==> config.mk <==
export PLATFORM = sky130hd
export DESIGN_NAME = systolic_array_arbiter
export DESIGN_NICKNAME = d
export VERILOG_FILES = /design/src/rtl/arb_pkg.sv /design/src/rtl/rr_pick.sv /design/src/rtl/systolic_array_arbiter.sv
export SDC_FILE = /design/constraint.sdc
export NUM_CORES = 1
export LEC_CHECK = 0
export ABC_AREA = 1
export BUFFER_PORTS_ARGS = -buffer_cell sky130_fd_sc_hd__buf_2
export CAP_MARGIN = 20
export CORE_MARGIN = 10
export CORE_UTILIZATION = 47
export DETAILED_ROUTE_END_ITERATION = 8
export GPL_TIMING_DRIVEN = 0
export HOLD_SLACK_MARGIN = 0.06
export PLACE_DENSITY = 0.79
export SLEW_MARGIN = 5
export SYNTH_ARGS = -nofsm -noshare
export SYNTH_HDL_FRONTEND = slang
export SYNTH_SLANG_ARGS = --single-unit
export TNS_END_PERCENT = 100
==> constraint.sdc <==
create_clock -name clk -period 1.6 [get_ports clk]
set_input_delay 0.32 -clock clk [delete_from_list [all_inputs] [get_ports clk]]
set_output_delay 0.32 -clock clk [all_outputs]
set_load 0.02 [all_outputs]
==> src/rtl/arb_pkg.sv <==
// Shared types and widths for the systolic array arbiter.
// ROW_W/WDOG_W track the default array height and watchdog limit of the top.
package arb_pkg;

   localparam int unsigned ARB_ROWS           = 4;
   localparam int unsigned ARB_TIMEOUT_CYCLES = 64;
   localparam int unsigned ROW_W              = $clog2(ARB_ROWS);
   localparam int unsigned WDOG_W             = $clog2(ARB_TIMEOUT_CYCLES) + 1;

   typedef enum logic [2:0] {
      IDLE = 3'd0,
      LOAD = 3'd1,
      RUN  = 3'd2,
      DONE = 3'd3,
      ERR  = 3'd4
   } arb_state_t;

endpackage

==> src/rtl/rr_pick.sv <==
// Combinational round-robin winner select with requester-0 priority override.
module rr_pick #(
   parameter int unsigned NUM_REQ = 2,
   parameter int unsigned PTR_W   = 1
) (
   input  logic [NUM_REQ-1:0] i_req_valid,
   input  logic [PTR_W-1:0]   i_rr_ptr,
   input  logic               i_bist_prio,
   output logic [NUM_REQ-1:0] o_win_c,
   output logic               o_any_c
);

   // Search upward from the pointer, wrapping, first hit wins.
   always_comb begin : pick
      logic             found;
      logic [PTR_W-1:0] idx;
      o_win_c = '0;
      found   = 1'b0;
      idx     = '0;
      for (int k = 0; k < int'(NUM_REQ); k++) begin
         idx = PTR_W'((int'(i_rr_ptr) + k) % int'(NUM_REQ));
         if (!found && i_req_valid[idx]) begin
            o_win_c[idx] = 1'b1;
            found        = 1'b1;
         end
      end
      if (i_bist_prio && i_req_valid[0]) begin
         o_win_c = NUM_REQ'(1);
      end
   end

   assign o_any_c = |i_req_valid;

endmodule

==> src/rtl/systolic_array_arbiter.sv <==
// Arbitrates one systolic array / OS matmul FSM between requesters, gates the
// FSM reset per job, tags result beats with their row and runs a watchdog.
module systolic_array_arbiter
   import arb_pkg::*;
#(
   parameter int unsigned NUM_REQ        = 2,
   parameter int unsigned ROWS           = ARB_ROWS,
   parameter int unsigned COLS           = 4,
   parameter int unsigned WORD_SIZE      = 16,
   parameter int unsigned TIMEOUT_CYCLES = ARB_TIMEOUT_CYCLES
) (
   input  logic                          clk,
   input  logic                          rst,
   input  logic [NUM_REQ-1:0]            req_valid,
   input  logic                          bist_prio,
   output logic [NUM_REQ-1:0]            grant,
   output logic                          busy,
   output logic                          mm_rst,
   input  logic [COLS-1:0]               mm_col_valid,
   input  logic [COLS*WORD_SIZE-1:0]     mm_bottom_out,
   output logic                          res_valid,
   output logic [ROW_W-1:0]              res_row,
   output logic [COLS*WORD_SIZE-1:0]     res_data,
   output logic [NUM_REQ-1:0]            req_done,
   output logic                          timeout_err
);

   localparam int unsigned PTR_W  = (NUM_REQ > 1) ? $clog2(NUM_REQ) : 1;
   localparam int unsigned CNT_W  = $clog2(ROWS + 1);
   localparam int unsigned DATA_W = COLS * WORD_SIZE;

   arb_state_t          r_state,       w_state_nxt;
   logic [NUM_REQ-1:0]  r_grant,       w_grant_nxt;
   logic                r_busy,        w_busy_nxt;
   logic                r_mm_rst,      w_mm_rst_nxt;
   logic                r_res_valid,   w_res_valid_nxt;
   logic [ROW_W-1:0]    r_res_row,     w_res_row_nxt;
   logic [DATA_W-1:0]   r_res_data,    w_res_data_nxt;
   logic [NUM_REQ-1:0]  r_req_done,    w_req_done_nxt;
   logic                r_timeout_err, w_timeout_nxt;
   logic [PTR_W-1:0]    r_rr_ptr,      w_rr_ptr_nxt;
   logic [CNT_W-1:0]    r_beat_cnt,    w_beat_nxt;
   logic [WDOG_W-1:0]   r_wdog,        w_wdog_nxt;
   logic [NUM_REQ-1:0]  w_win;
   logic                w_any;
   logic [PTR_W-1:0]    w_owner_inc;
   logic                w_beat;

   rr_pick #(
      .NUM_REQ (NUM_REQ),
      .PTR_W   (PTR_W)
   ) u_rr_pick (
      .i_req_valid (req_valid),
      .i_rr_ptr    (r_rr_ptr),
      .i_bist_prio (bist_prio),
      .o_win_c     (w_win),
      .o_any_c     (w_any)
   );

   assign w_beat = |mm_col_valid;

   // Next-state and next-register values.
   always_comb begin
      w_state_nxt     = r_state;
      w_grant_nxt     = r_grant;
      w_busy_nxt      = r_busy;
      w_res_valid_nxt = 1'b0;
      w_res_row_nxt   = r_res_row;
      w_res_data_nxt  = r_res_data;
      w_req_done_nxt  = '0;
      w_timeout_nxt   = r_timeout_err;
      w_rr_ptr_nxt    = r_rr_ptr;
      w_beat_nxt      = r_beat_cnt;
      w_wdog_nxt      = r_wdog;
      w_owner_inc     = r_rr_ptr;
      for (int k = 0; k < int'(NUM_REQ); k++) begin
         if (r_grant[k]) w_owner_inc = PTR_W'((k + 1) % int'(NUM_REQ));
      end

      case (r_state)
         IDLE: begin
            if (w_any) begin
               w_grant_nxt = w_win;
               w_busy_nxt  = 1'b1;
               w_state_nxt = LOAD;
            end
         end
         LOAD: begin
            w_beat_nxt    = '0;
            w_wdog_nxt    = '0;
            w_res_row_nxt = ROW_W'(ROWS - 1);
            w_state_nxt   = RUN;
         end
         RUN: begin
            w_wdog_nxt = r_wdog + WDOG_W'(1);
            if (w_beat) begin
               w_res_valid_nxt = 1'b1;
               w_res_data_nxt  = mm_bottom_out;
               w_res_row_nxt   = ROW_W'(int'(ROWS) - 1 - int'(r_beat_cnt));
               w_beat_nxt      = r_beat_cnt + CNT_W'(1);
            end
            // Completion takes precedence over a simultaneous watchdog expiry.
            if (w_beat && (r_beat_cnt == CNT_W'(ROWS - 1))) begin
               w_state_nxt = DONE;
            end else if (r_wdog == WDOG_W'(TIMEOUT_CYCLES - 1)) begin
               w_state_nxt = ERR;
            end
         end
         DONE, ERR: begin
            w_req_done_nxt = r_grant;
            w_grant_nxt    = '0;
            w_busy_nxt     = 1'b0;
            w_rr_ptr_nxt   = w_owner_inc;
            w_state_nxt    = IDLE;
            if (r_state == ERR) w_timeout_nxt = 1'b1;
         end
         default: w_state_nxt = IDLE;
      endcase

      w_mm_rst_nxt = (w_state_nxt != RUN);
   end

   // State and output registers, synchronous active-low reset.
   always_ff @(posedge clk) begin
      if (!rst) begin
         r_state       <= IDLE;
         r_grant       <= '0;
         r_busy        <= 1'b0;
         r_mm_rst      <= 1'b1;
         r_res_valid   <= 1'b0;
         r_res_row     <= ROW_W'(ROWS - 1);
         r_res_data    <= '0;
         r_req_done    <= '0;
         r_timeout_err <= 1'b0;
         r_rr_ptr      <= '0;
         r_beat_cnt    <= '0;
         r_wdog        <= '0;
      end else begin
         r_state       <= w_state_nxt;
         r_grant       <= w_grant_nxt;
         r_busy        <= w_busy_nxt;
         r_mm_rst      <= w_mm_rst_nxt;
         r_res_valid   <= w_res_valid_nxt;
         r_res_row     <= w_res_row_nxt;
         r_res_data    <= w_res_data_nxt;
         r_req_done    <= w_req_done_nxt;
         r_timeout_err <= w_timeout_nxt;
         r_rr_ptr      <= w_rr_ptr_nxt;
         r_beat_cnt    <= w_beat_nxt;
         r_wdog        <= w_wdog_nxt;
      end
   end

   assign grant       = r_grant;
   assign busy        = r_busy;
   assign mm_rst      = r_mm_rst;
   assign res_valid   = r_res_valid;
   assign res_row     = r_res_row;
   assign res_data    = r_res_data;
   assign req_done    = r_req_done;
   assign timeout_err = r_timeout_err;

endmodule

==> impl_metrics.env <==
export IMPL_status="completed"
export IMPL_finalCriticalPeriod_ps=1430
export IMPL_cp_required_ps=1830
export IMPL_finalSetupViolCount=0
export IMPL_yosys_area_top_type="dfxtp_1"
export IMPL_slew_headroom=0.682
export IMPL_nets=660
export IMPL_synth_common_cells="nand2_1 (94), dfxtp_1 (88), a21oi_1 (82)"
export IMPL_period_share=0.891
export IMPL_worst_hold_slack_ps=220
export IMPL_gp_congestion=0.822
export IMPL_yosysMostFrequentCell="nand2_1"
export IMPL_path_common_cell="nand2_1"
export IMPL_maxSlewViolCount=0
export IMPL_initial_core_util=0.490
export IMPL_fmax_mhz=701
export IMPL_skew_ps=19.0
export IMPL_syn_area_per_cell_um2=7.88
export IMPL_syn_nets=503
export IMPL_antenna_found_initial=0
export IMPL_reg2reg_from="r_wdog[0]"
export IMPL_grt_overflow=0
export IMPL_grt_pass1_vias=3452
export IMPL_ys_types=23
export IMPL_cts_buffers=9
export IMPL_startpoint_type="register"
export IMPL_dp_slack_ps=-27.6
export IMPL_core_area_mm2=0.00687
export IMPL_synthCells=427
export IMPL_synth_seq_cells=88
export IMPL_ant_nets=0
export IMPL_synth_top_area_share=0.524
export IMPL_area_growth_syn_to_layout_pct=30.9
export IMPL_clk_pin_slew_ps=100
export IMPL_netlist_top_cells_area="dfxtp_1 (52%), a21oi_1 (12%), nand3_1 (11%)"
export IMPL_vdd_ir_drop_max_mv=0.598
export IMPL_final_core_util=0.641
export IMPL_hold_viol=0
export IMPL_drtPass1Iterations=4
export IMPL_antenna_cells=0
export IMPL_endpoint_kind="register"
export IMPL_drt_initial_drc_count=168
export IMPL_drc_errors=0
export IMPL_cts_num_sinks=88
export IMPL_power_leakage_nw=1.95
export IMPL_arrival_ps=1660
export IMPL_path_max_fanout=4
export IMPL_routed_wl_um=10100
export IMPL_synth_edff_count=0
export IMPL_drive_gt1_frac=0.317
export IMPL_post_cts_resize_count=0
export IMPL_min_path_type="primary input to register"
export IMPL_htreeDepth=3
export IMPL_crit_chain="ha_1 > nand2_1 > nor2_1 > nand2_1 > nand2_1 > nand2_1 > a21oi_1 > nand2_1"
export IMPL_critPathSlowestCell="dfxtp_1"
export IMPL_portBuffers=146
export IMPL_clk_latency_ps=360
export IMPL_ys_warn_count=0
export IMPL_grt_first_pass_wirelength_um=16600
export IMPL_layout_setup_ws_ps=174
export IMPL_cts_tree="done"
export IMPL_rows=30
export IMPL_worst_pin_slew_ps=478
export IMPL_synth_area_mm2=0.00336
export IMPL_hp_start="mm_bottom_out[34]"
export IMPL_hold_buffers=0
export IMPL_power_per_cell_area_mw_per_mm2=933
export IMPL_rsz0062_at_grt="no"
export IMPL_io_pins=147
export IMPL_die_h_um=105
export IMPL_crit_start="r_wdog[0]"
export IMPL_avgViaCountPerCell=5.04
export IMPL_clk_path_buf_depth=2
export IMPL_grt_max_degree=17
export IMPL_synth_main_ff_cell="dfxtp_1"
export IMPL_maxCapViolations=0
export IMPL_synth_seq_area_share=0.524
export IMPL_die_w_um=105
export IMPL_critical_path_class="register to register"
export IMPL_routedWlPerCell_um=14.7
export IMPL_slowest_delay_ps=380
export IMPL_grt_usage=0.178
export IMPL_post_cts_setup_buffers=0
export IMPL_cts_root_buf="clkbuf_8"
export IMPL_hpwl_um=7810
export IMPL_die_area_mm2=0.0109
export IMPL_dr_total_vias=3453
export IMPL_ys_async_sr_fraction=0
kinds of logic after synthesis:
family | share of synthesized area
flip-flops | 0.524
adder cells (fa/ha/maj) | 0.0112
AO/OA/AOI/OAI | 0.141
buffers and inverters | 0.0651
AND/OR/NAND/NOR | 0.259
state kept, by name (all words and copies together), names as in the netlist:
signal and count:
res_data 64, r_beat_cnt 3, res_valid 1, res_row 2, timeout_err 1, busy 1
grant 2, r_state 3, r_rr_ptr 1, req_done 2, r_wdog 7, mm_rst 1
worst max-delay path, delay by kind of cell, from the launching register on:
| family | cells | cell delay [ps] |
|---|---|---|
| compound gates | 1 | 130 |
| fa+ha+maj | 1 | 200 |
| flops | 1 | 380 |
| simple gates | 6 | 600 |
routing by layer:
layer	GRT usage	wire, um	up-vias
li1	-	-	1743
met1	0.213	4390	1545
met2	0.278	4480	150
met3	0.0749	1080	15
met4	0.0745	150	0
met5	0	0	-
cell usage in the layout (no fill, tap or decap), drive strengths merged, types with 2 or more instances in the layout:
master    n
buf     164
nand2    97
dfxtp    88
a21oi    82
nand3    77
nor2     22
clkbuf   22
inv      17
o21ai     9
ha        3
clkinv    2
through the flow:
stage	TNS, ps	instances	instance area [um^2]	power [mW]
after global routing	0	685	4400	4.28
final	0	685	4400	4.11
after global placement	0	669	4210	2.70
after CTS	0	685	4400	4.14
after floorplan	0	427	3360	2.52
after detailed placement	-63.1	669	4210	2.70
path summary, 6_finish.rpt:
check,to,slack [ps],depth (start not counted)
worst min-delay path,res_data[34],220,3
worst max register to register,mm_rst,170,8
worst min register to register,r_rr_ptr,450,2
worst max-delay path,mm_rst,170,8
power by group:
group / switching [mW] / leakage [nW] / internal, mW
clock: 0.824 / 0.0952 / 0.629
combinational: 0.243 / 1.14 / 0.152
sequential: 0.0261 / 0.711 / 2.23
total: 1.09 / 1.95 / 3.01
area by class of cell:
class | count | area, um^2
clock buffer | 10 | 138
tap | 96 | 120
fill | 625 | 2470
buffer | 30 | 164
sequential | 88 | 1760
inverter | 14 | 55.1
multi-input combinational | 295 | 1380
clock inverter | 6 | 50.0
timing repair buffer | 146 | 731
Note: power is estimated with default switching activity, not from simulation.
